**config.mk**
```make
export PLATFORM = sky130hd
export DESIGN_NAME = fuzzy_t2_defuzz_seq
export DESIGN_NICKNAME = d
export VERILOG_FILES = /design/src/rtl/fuzzy_t2_defuzz_seq.sv
export SDC_FILE = /design/constraint.sdc
export NUM_CORES = 1
export LEC_CHECK = 0
export CORE_ASPECT_RATIO = 2
export CORE_UTILIZATION = 57
export DETAILED_ROUTE_END_ITERATION = 8
export PLACE_DENSITY = 0.89
export REMOVE_ABC_BUFFERS = 1
export SYNTH_ARGS = -nofsm -noshare
export SYNTH_HDL_FRONTEND = slang
export SYNTH_SLANG_ARGS = --single-unit
```
**constraint.sdc**
```tcl
create_clock -name clk_0 -period 4.9 [get_ports clk_0]
set_clock_uncertainty 0.2 [all_clocks]
set_input_delay 0.98 -clock clk_0 [delete_from_list [all_inputs] [get_ports clk_0]]
set_output_delay 0.98 -clock clk_0 [all_outputs]
set_load 0.02 [all_outputs]
```
**src/rtl/fuzzy_t2_defuzz_seq.sv**
```systemverilog
// Sequential interval Type-2 defuzzifier using the Nie-Tan centroid.
// Each accepted rule beat adds (up+low)*cent to a numerator and (up+low)
// to a denominator. At frame end a restoring divider produces the crisp
// output one quotient bit per cycle, MSB first. The result is held until
// the consumer accepts it.
module fuzzy_t2_defuzz_seq #(
  parameter int unsigned   W       = 8,
  parameter int unsigned   N_RULES = 9,
  parameter bit            ROUND   = 1'b0,
  parameter logic [W-1:0]  DEF_OUT = W'(128)
) (
  input  logic         clk_0,
  input  logic         Srst_n,
  input  logic         rule_valid,
  output logic         rule_ready,
  input  logic [W-1:0] rule_up,
  input  logic [W-1:0] rule_low,
  input  logic [W-1:0] rule_cent,
  input  logic         rule_last,
  output logic         out_valid,
  input  logic         out_ready,
  output logic [W-1:0] saida_defuzzy,
  output logic         fou_zero,
  output logic         cnt_err
);

  localparam int unsigned CLG    = $clog2(N_RULES);
  localparam int unsigned S_W    = W + 1;
  localparam int unsigned PROD_W = 2 * W + 1;
  localparam int unsigned NUM_W  = PROD_W + CLG;
  localparam int unsigned DEN_W  = S_W + CLG;
  // One spare bit so the rounding offset can never wrap the numerator.
  localparam int unsigned REM_W  = NUM_W + 1;
  localparam int unsigned CNT_W  = $clog2(N_RULES + 1);
  localparam int unsigned DC_W   = $clog2(W + 1);

  typedef enum logic [1:0] {
    ACCUM  = 2'd0,
    DIVIDE = 2'd1,
    HOLD   = 2'd2
  } state_t;

  // Numerator offset for round-half-up; zero when truncating.
  function automatic logic [REM_W-1:0] round_adj(input logic [NUM_W-1:0] n,
                                                 input logic [DEN_W-1:0] d);
    logic [REM_W-1:0] off;
    off = ROUND ? REM_W'(d >> 1) : '0;
    return REM_W'(n) + off;
  endfunction

  // Clamp the quotient to full scale when the rounded mean overflows W bits.
  function automatic logic [W-1:0] sat_quot(input logic [W-1:0] q,
                                            input logic         ovf);
    return ovf ? '1 : q;
  endfunction

  state_t            state_q, state_d;
  logic [NUM_W-1:0]  num_q, num_d;
  logic [DEN_W-1:0]  den_q, den_d;
  logic [CNT_W-1:0]  cnt_q, cnt_d;
  logic [REM_W-1:0]  rem_q, rem_d;
  logic [REM_W-1:0]  dsh_q, dsh_d;
  logic [W-1:0]      quo_q, quo_d;
  logic              ovf_q, ovf_d;
  logic [DC_W-1:0]   div_cnt_q, div_cnt_d;
  logic              rule_ready_q, rule_ready_d;
  logic              out_valid_q, out_valid_d;
  logic [W-1:0]      saida_q, saida_d;
  logic              fou_zero_q, fou_zero_d;
  logic              cnt_err_q, cnt_err_d;

  logic [S_W-1:0]    s;
  logic [PROD_W-1:0] prod;
  logic              beat;
  logic              frame_end;
  logic              qbit;

  assign rule_ready    = rule_ready_q;
  assign out_valid     = out_valid_q;
  assign saida_defuzzy = saida_q;
  assign fou_zero      = fou_zero_q;
  assign cnt_err       = cnt_err_q;

  // Next-state logic: accumulate beats, run the divider, hold the result.
  always_comb begin
    state_d      = state_q;
    num_d        = num_q;
    den_d        = den_q;
    cnt_d        = cnt_q;
    rem_d        = rem_q;
    dsh_d        = dsh_q;
    quo_d        = quo_q;
    ovf_d        = ovf_q;
    div_cnt_d    = div_cnt_q;
    out_valid_d  = out_valid_q;
    saida_d      = saida_q;
    fou_zero_d   = fou_zero_q;
    cnt_err_d    = cnt_err_q;
    qbit         = 1'b0;

    s         = S_W'(rule_up) + S_W'(rule_low);
    prod      = PROD_W'(s) * PROD_W'(rule_cent);
    beat      = rule_valid & rule_ready_q;
    frame_end = beat & (rule_last | (cnt_q == CNT_W'(N_RULES - 1)));

    case (state_q)
      ACCUM: begin
        if (beat) begin
          num_d = num_q + NUM_W'(prod);
          den_d = den_q + DEN_W'(s);
          cnt_d = cnt_q + CNT_W'(1);
        end
        if (frame_end) begin
          // Flags both a short frame closed by rule_last and a full frame
          // whose final beat did not carry rule_last.
          cnt_err_d = (cnt_q != CNT_W'(N_RULES - 1)) | ~rule_last;
          cnt_d     = '0;
          div_cnt_d = '0;
          state_d   = DIVIDE;
        end
      end

      DIVIDE: begin
        if (div_cnt_q == '0) begin
          // Setup cycle: zero-weight frames bypass the divider entirely.
          if (den_q == '0) begin
            saida_d     = DEF_OUT;
            fou_zero_d  = 1'b1;
            out_valid_d = 1'b1;
            state_d     = HOLD;
          end else begin
            fou_zero_d = 1'b0;
            rem_d      = round_adj(num_q, den_q);
            dsh_d      = REM_W'(den_q) << (W - 1);
            ovf_d      = rem_d >= (REM_W'(den_q) << W);
            quo_d      = '0;
            div_cnt_d  = DC_W'(1);
          end
        end else begin
          // One restoring step: subtract the aligned divisor when it fits.
          if (rem_q >= dsh_q) begin
            rem_d = rem_q - dsh_q;
            qbit  = 1'b1;
          end
          quo_d = (quo_q << 1) | W'(qbit);
          dsh_d = dsh_q >> 1;
          if (div_cnt_q == DC_W'(W)) begin
            saida_d     = sat_quot(quo_d, ovf_q);
            out_valid_d = 1'b1;
            state_d     = HOLD;
          end else begin
            div_cnt_d = div_cnt_q + DC_W'(1);
          end
        end
      end

      HOLD: begin
        if (out_ready) begin
          out_valid_d = 1'b0;
          num_d       = '0;
          den_d       = '0;
          state_d     = ACCUM;
        end
      end

      default: begin
        state_d = ACCUM;
      end
    endcase

    rule_ready_d = (state_d == ACCUM);
  end

  // State and datapath registers; reset abandons any frame in flight.
  always_ff @(posedge clk_0 or negedge Srst_n) begin
    if (!Srst_n) begin
      state_q      <= ACCUM;
      num_q        <= '0;
      den_q        <= '0;
      cnt_q        <= '0;
      rem_q        <= '0;
      dsh_q        <= '0;
      quo_q        <= '0;
      ovf_q        <= 1'b0;
      div_cnt_q    <= '0;
      rule_ready_q <= 1'b1;
      out_valid_q  <= 1'b0;
      saida_q      <= '0;
      fou_zero_q   <= 1'b0;
      cnt_err_q    <= 1'b0;
    end else begin
      state_q      <= state_d;
      num_q        <= num_d;
      den_q        <= den_d;
      cnt_q        <= cnt_d;
      rem_q        <= rem_d;
      dsh_q        <= dsh_d;
      quo_q        <= quo_d;
      ovf_q        <= ovf_d;
      div_cnt_q    <= div_cnt_d;
      rule_ready_q <= rule_ready_d;
      out_valid_q  <= out_valid_d;
      saida_q      <= saida_d;
      fou_zero_q   <= fou_zero_d;
      cnt_err_q    <= cnt_err_d;
    end
  end

endmodule

```
# After elaboration in Yosys (flattened, before gate mapping)
# Index checks and enable logic that the tools add are counted.
word_totals:
  register_bits: 108
  latch_bits: 0
  ram_bits: 0
  rom_bits: 0
  out_inout_bits: 12
  word_cells: 103
  mem_count: 0
classes:
  n_addsub: 6
  n_mul: 1
  n_div: 0
  magnitude_cmp: 2
  n_eq_ne: 14
  shift: 0
  mux: 39
  bitwise: 7
  reduce_logical: 20
op_table:
  columns: ["operator", "count"]
  rows:
  - ["22-bit 2-to-1 mux", 5]
  - ["21-bit 2-to-1 mux", 2]
  - ["21-bit one-hot mux with 2 select lines", 1]
  - ["8-bit 2-to-1 mux", 4]
  - ["13-bit 2-to-1 mux", 2]
  - ["13-bit one-hot mux with 2 select lines", 1]
  - ["4-bit 2-to-1 mux", 6]
  - ["22-bit greater-or-equal comparator", 1]
  - ["22-bit subtractor", 1]
  - ["21-bit by 17-bit adder with 21-bit output", 1]
  - ["21-bit greater-or-equal comparator", 1]
  - ["9-bit by 8-bit multiplier with 17-bit output", 1]
  - ["7-bit 2-to-1 mux", 2]
  - ["13-bit by 9-bit adder with 13-bit output", 1]
  - ["13-bit logical NOT", 1]
  - ["3-bit inequality test (second input constant)", 4]
  - ["3-bit AND reduction", 4]
  - ["2-bit nonzero test", 6]
  - ["2-bit 2-to-1 mux", 5]
  - ["8-bit by 8-bit adder with 9-bit output", 1]
  - ["4-bit by 1-bit adder with 4-bit output (second input constant)", 2]
  - ["4-bit equality test (second input constant)", 2]
  - ["1-bit 2-to-1 mux", 8]
  - ["2-bit inequality test (second input constant)", 4]
  - ["15 further kinds", 23]

# Depth between registers and ports, before layout
logic_depth:
  word_depth: 8
  depth_mapped: 28
  depth_no_buf: 28

# Least setup slack after synthesis
# OpenSTA, ideal clock, no wires.
synth_timing:
  path_type: "input -> register"
  startpoint: "input rule_up[0]"
  endpoint: "register num_q[18]"
  setup_ns: 0.135
  arrival_ns: 6.552
  required_time_ns: 4.565
  slack_ns: -1.987
  stages: 25
  cell_sequence: "ha_1 inv_1 fa_1 nor2b_1 o21ai_0 a21boi_1 o21ai_0 nand2b_1 xor2_1 and2_1 fa_1 fa_1 fa_1 inv_1 fa_1 inv_1 ha_1 a21o_1 or3_1 a41oi_1 nor3_1 a2111oi_2 o21bai_1 xnor2_1 o21ai_0"
synth_via:
  elab_chain_len: 5
synth_lines:
  columns: ["item", "line", "source"]
  rows:
  - ["start: declaration", "16", "input logic [W-1:0] rule_up,"]
  - ["8-bit by 8-bit adder with 9-bit output", "101", "s = S_W'(rule_up) + S_W'(rule_low);"]
  - ["9-bit by 8-bit multiplier with 17-bit output", "102", "prod = PROD_W'(s) * PROD_W'(rule_cent);"]
  - ["21-bit by 17-bit adder with 21-bit output", "109", "num_d = num_q + NUM_W'(prod);"]
  - ["21-bit 2-to-1 mux", "108", "if (beat) begin"]
  - ["21-bit one-hot mux with 2 select lines", "106", "case (state_q)"]
  - ["end signal: assignment", "193", "num_q <= num_d;"]
  - ["end: declaration", "58", "logic [NUM_W-1:0] num_q, num_d;"]
# No other way between the ends. The select of a mux whose other input is x is not followed.
# A chain may end at the register's enable or synchronous reset.

# Worst setup path after layout
layout_timing:
  startpoint: "input rule_low[0]"
  endpoint: "register num_q[18]"
layout_via:
  elab_chain_len: 5
layout_lines:
  columns: ["item", "line", "source"]
  rows:
  - ["start: declaration", "17", "input logic [W-1:0] rule_low,"]
  - ["8-bit by 8-bit adder with 9-bit output", "101", null]
  - ["9-bit by 8-bit multiplier with 17-bit output", "102", null]
  - ["21-bit by 17-bit adder with 21-bit output", "109", null]
  - ["21-bit 2-to-1 mux", "108", null]
  - ["21-bit one-hot mux with 2 select lines", "106", null]
# No other way between the ends. The select of a mux whose other input is x is not followed.

==> flow_metrics.py <==
metrics = {
    "die": {
        "std_cell_rows": 66,
        "die_area_mm2": 0.0173,
        "io_pins": 41,
        "fp.dieW_um": 93.5,
        "initial_core_util_pct": 58.4,
        "core_mm2": 0.0164,
        "die-height_um": 185,
    },
    "global_routing": {
        "grtUsageTotal_pct": 34.2,
        "grt_pass1_vias": 9514,
        "grt_overflow": 0,
        "grt_first_pass_wirelength_mm": 45.3,
        "grt_antenna_before_repair": 0,
        "busiest_layer": "met2",
        "grtUsageMet1_pct": 32.5,
        "grt_start_max_net_pins": 50,
        "grt_use_met2_pct": 63.4,
        "grtUsageMet3_pct": 5.09,
    },
    "sta": {
        "setup_slack_ns": -1.73,
        "slew_headroom_pct": 30.4,
        "hold_viol_final": 0,
        "drv_slew": 0,
        "max_freq_mhz": 151,
        "layout_min_cycle_time_ns": 6.63,
        "setup_viol": 17,
        "fin_crit_sh_pct": 135,
        "tightest_slew_ns": 1.04,
        "grt_setup_unrepaired": "yes",
    },
    "synth": {
        "synthCells": 1060,
        "ys_seq_elements": 106,
        "yosysSeqAreaShare_pct": 27.8,
        "ys_types": 71,
        "avgSynthCellArea_um2": 9.01,
        "synth-edff-count": 0,
        "async_flop_share_pct": 100,
        "synth_flop_cell": "dfrtp_1",
        "yosysWarnings": 0,
        "syn-cell-area_mm2": 0.00955,
    },
    "worst_setup_path": {
        "rr_worst_depth": 19,
        "endpoint_kind": "register",
        "cp_max_fo": 4,
        "cp.required_ns": 4.97,
        "arrival_ns": 6.70,
        "rrSetupSlack_ns": -0.06,
        "r2r-end": "num_q[19]$_DFFE_PN0P_",
        "critical_path_class": "primary input to register",
        "startpoint_type": "primary input",
        "rr_startpoint": "num_q[3]$_DFFE_PN0P_",
    },
    "place": {
        "place.gp.congestion": 0.951,
        "placed_cells": 1367,
        "dpl-instance-area_mm2": 0.0107,
        "dp_hpwl_mm": 18.5,
        "io_buffers": 40,
    },
    "drt": {
        "final_antenna_net_count": 0,
        "routedWlPerCell_um": 21.3,
        "drc_errors": 0,
        "dr.pass1.iters": 7,
        "dr_total_vias": 8909,
        "wl_mm": 29.9,
        "drt_iter0_drc": 832,
        "vias_per_cell": 6.35,
    },
    "cells_and_area": {
        "stdcell_area_mm2": 0.0118,
        "multi_input_area_mm2": 0.00677,
        "fillers": 1068,
        "seq_area_mm2": 0.00265,
        "num_antenna_cells": 0,
        "fin_cells": 1404,
        "nNetsFinal": 1380,
        "area_growth_pct": 23.8,
        "drive_gt1_share_pct": 22.6,
    },
    "cts": {
        "clockRootBuffer": "clkbuf_16",
        "clk_pin_slew_ns": 0.08,
        "htreeDepth": 3,
        "clkSinkCount": 106,
        "cts.path.max_buffers": 2,
        "clock_latency_ns": 0.36,
        "cts_tree": "built",
        "cts_buffers": 9,
    },
    "hold_path": {
        "holdPathStages": 2,
        "hp-class": "register to register",
        "hold-path-endpoint": "saida_defuzzy[1]$_DFFE_PN0P_",
        "worstHoldStart": "saida_defuzzy[1]$_DFFE_PN0P_",
    },
    "status": {
        "violations": "negative setup slack",
        "status": "finished, violations left",
    },
    "flow_run": {
        "maxCapViolCount": 0,
    },
}
-- cell type report --
type | instances | share of cell area (%)
Clock inverter | 6 | 0.402
Tap cell | 204 | 2.16
Timing Repair Buffer | 153 | 10.8
Sequential cell | 106 | 22.5
Inverter | 151 | 4.82
Multi-Input combinational cell | 774 | 57.3
Clock buffer | 10 | 2.02
-- per-stage QoR --
step	setup TNS, ns	setup slack [ns]	utilization [%]	hold WS (ns)
finish	-20.98	-1.73	72.3	0.283
CTS	-16.64	-1.54	71.1	0.286
global placement	-35.68	-2.79	65.6	0.254
floorplan	-21.84	-2.01	-	0.238
detailed placement	-38.45	-2.98	65.6	0.271
global route	-23.75	-1.93	72.3	0.314
-- kinds of logic after synthesis --
| kind of cell | share of synthesized area (%) |
|---|---|
| compound gates | 16.8 |
| mux | 3.68 |
| fa+ha+maj | 25.2 |
| flops | 27.8 |
| simple gates | 15.9 |
| xor+xnor | 2.94 |
| buf+inv | 7.71 |
-- how the worst max path moves through the flow --
stage / slack, ns / start / to
finish: -1.73 / rule_low[0] / num_q[18]$_DFFE_PN0P_
global route: -1.93 / rule_low[0] / num_q[19]$_DFFE_PN0P_
CTS: -1.54 / rule_low[0] / num_q[19]$_DFFE_PN0P_
detailed placement: -2.98 / rule_up[0] / num_q[19]$_DFFE_PN0P_
global placement: -2.79 / rule_up[0] / num_q[19]$_DFFE_PN0P_
floorplan: -2.01 / rule_up[0] / num_q[18]$_DFFE_PN0P_
-- Yosys cell counts, types with 5 or more instances --
| cell | n | share of area (%) |
|---|---|---|
| nor2b_1 | 13 | 0.85 |
| mux2_4 | 16 | 2.5 |
| and2_1 | 45 | 2.9 |
| or3_1 | 7 | 0.46 |
| a22o_1 | 15 | 1.4 |
| o21a_1 | 8 | 0.63 |
| dfrtp_1 | 105 | 28 |
| fa_1 | 60 | 13 |
| o21ai_0 | 87 | 4.6 |
| a211oi_1 | 12 | 0.94 |
| nand2b_1 | 9 | 0.59 |
| clkbuf_1 | 20 | 0.79 |
| nor3_1 | 15 | 0.79 |
| inv_1 | 151 | 5.9 |
| o31ai_1 | 7 | 0.55 |
| nand2_1 | 112 | 4.4 |
| ha_1 | 96 | 13 |
| nor4_1 | 7 | 0.46 |
| xnor2_1 | 21 | 1.9 |
| and3_1 | 5 | 0.33 |
| a21o_1 | 18 | 1.4 |
| mux2i_1 | 10 | 1.0 |
| a21oi_1 | 48 | 2.5 |
| a31oi_1 | 9 | 0.59 |
| xor2_1 | 11 | 1.0 |
| nand3_1 | 18 | 0.94 |
| nor2_1 | 64 | 2.5 |
-- metal layers --
| layer | routed length [um] | up-vias |
|---|---|---|
| li1 | - | 3837 |
| met1 | 9340 | 4288 |
| met2 | 15900 | 536 |
| met3 | 1860 | 248 |
| met5 | 0 | - |
| met4 | 2720 | 0 |
-- cells in the final DEF, fill, tap and decap left out, drive strengths merged, types with 4 or more instances in the layout --
master,n
o21a,8
a31oi,9
or2,4
and2,46
a21o,19
inv,154
dfrtp,105
or3,7
mux2i,10
o21ai,90
buf,120
a22o,16
nand2,112
nand3,18
nor3,15
a21oi,48
a211oi,13
o31ai,9
and3,7
xnor2,21
nor4,7
nor2b,13
xor2,11
nand4,4
mux2,17
clkdlybuf4s50,29
a21boi,4
dlygate4sd2,4
ha,96
nand2b,9
o21bai,4
fa,60
nor2,64
clkbuf,10
-- sequential cells by signal (all words and copies together) (netlist names) --
name	flops
den_q	13
fou_zero	1
out_valid	1
ovf_q	1
cnt_err	1
saida_defuzzy	8
div_cnt_q	4
rule_ready	1
rem_q	22
quo_q	7
state_q	2
dsh_q	20
cnt_q	4
num_q	21
-- worst max-delay path: stages --
cell and delay [ns]:
buf_8 0.08, ha_4 0.13, inv_2 0.04, fa_2 0.41, nor2b_4 0.14, o21ai_2 0.07, a21boi_2 0.15, o21ai_1 0.08
nand2b_1 0.15, xor2_2 0.24, buf_4 0.18, and2_4 0.14, fa_1 0.43, fa_1 0.49, fa_1 0.53, inv_2 0.05
fa_1 0.55, inv_2 0.06, ha_4 0.21, a21o_1 0.19, or3_4 0.38, a41oi_4 0.24, nor3_4 0.08, a2111oi_4 0.23
o21bai_1 0.15, xnor2_1 0.14, o21ai_1 0.18
-- what timing repair did --
action	CTS	global route
resized for setup	157	34
setup endpoints to repair	18	17
hold buffers	0	0
gates cloned	0	0
buffers inserted	17	8
pin swaps	98	35
Power is left out: the tool's default activity adds up to more than one toggle a clock period on the data nets, which glitch-free logic cannot reach.
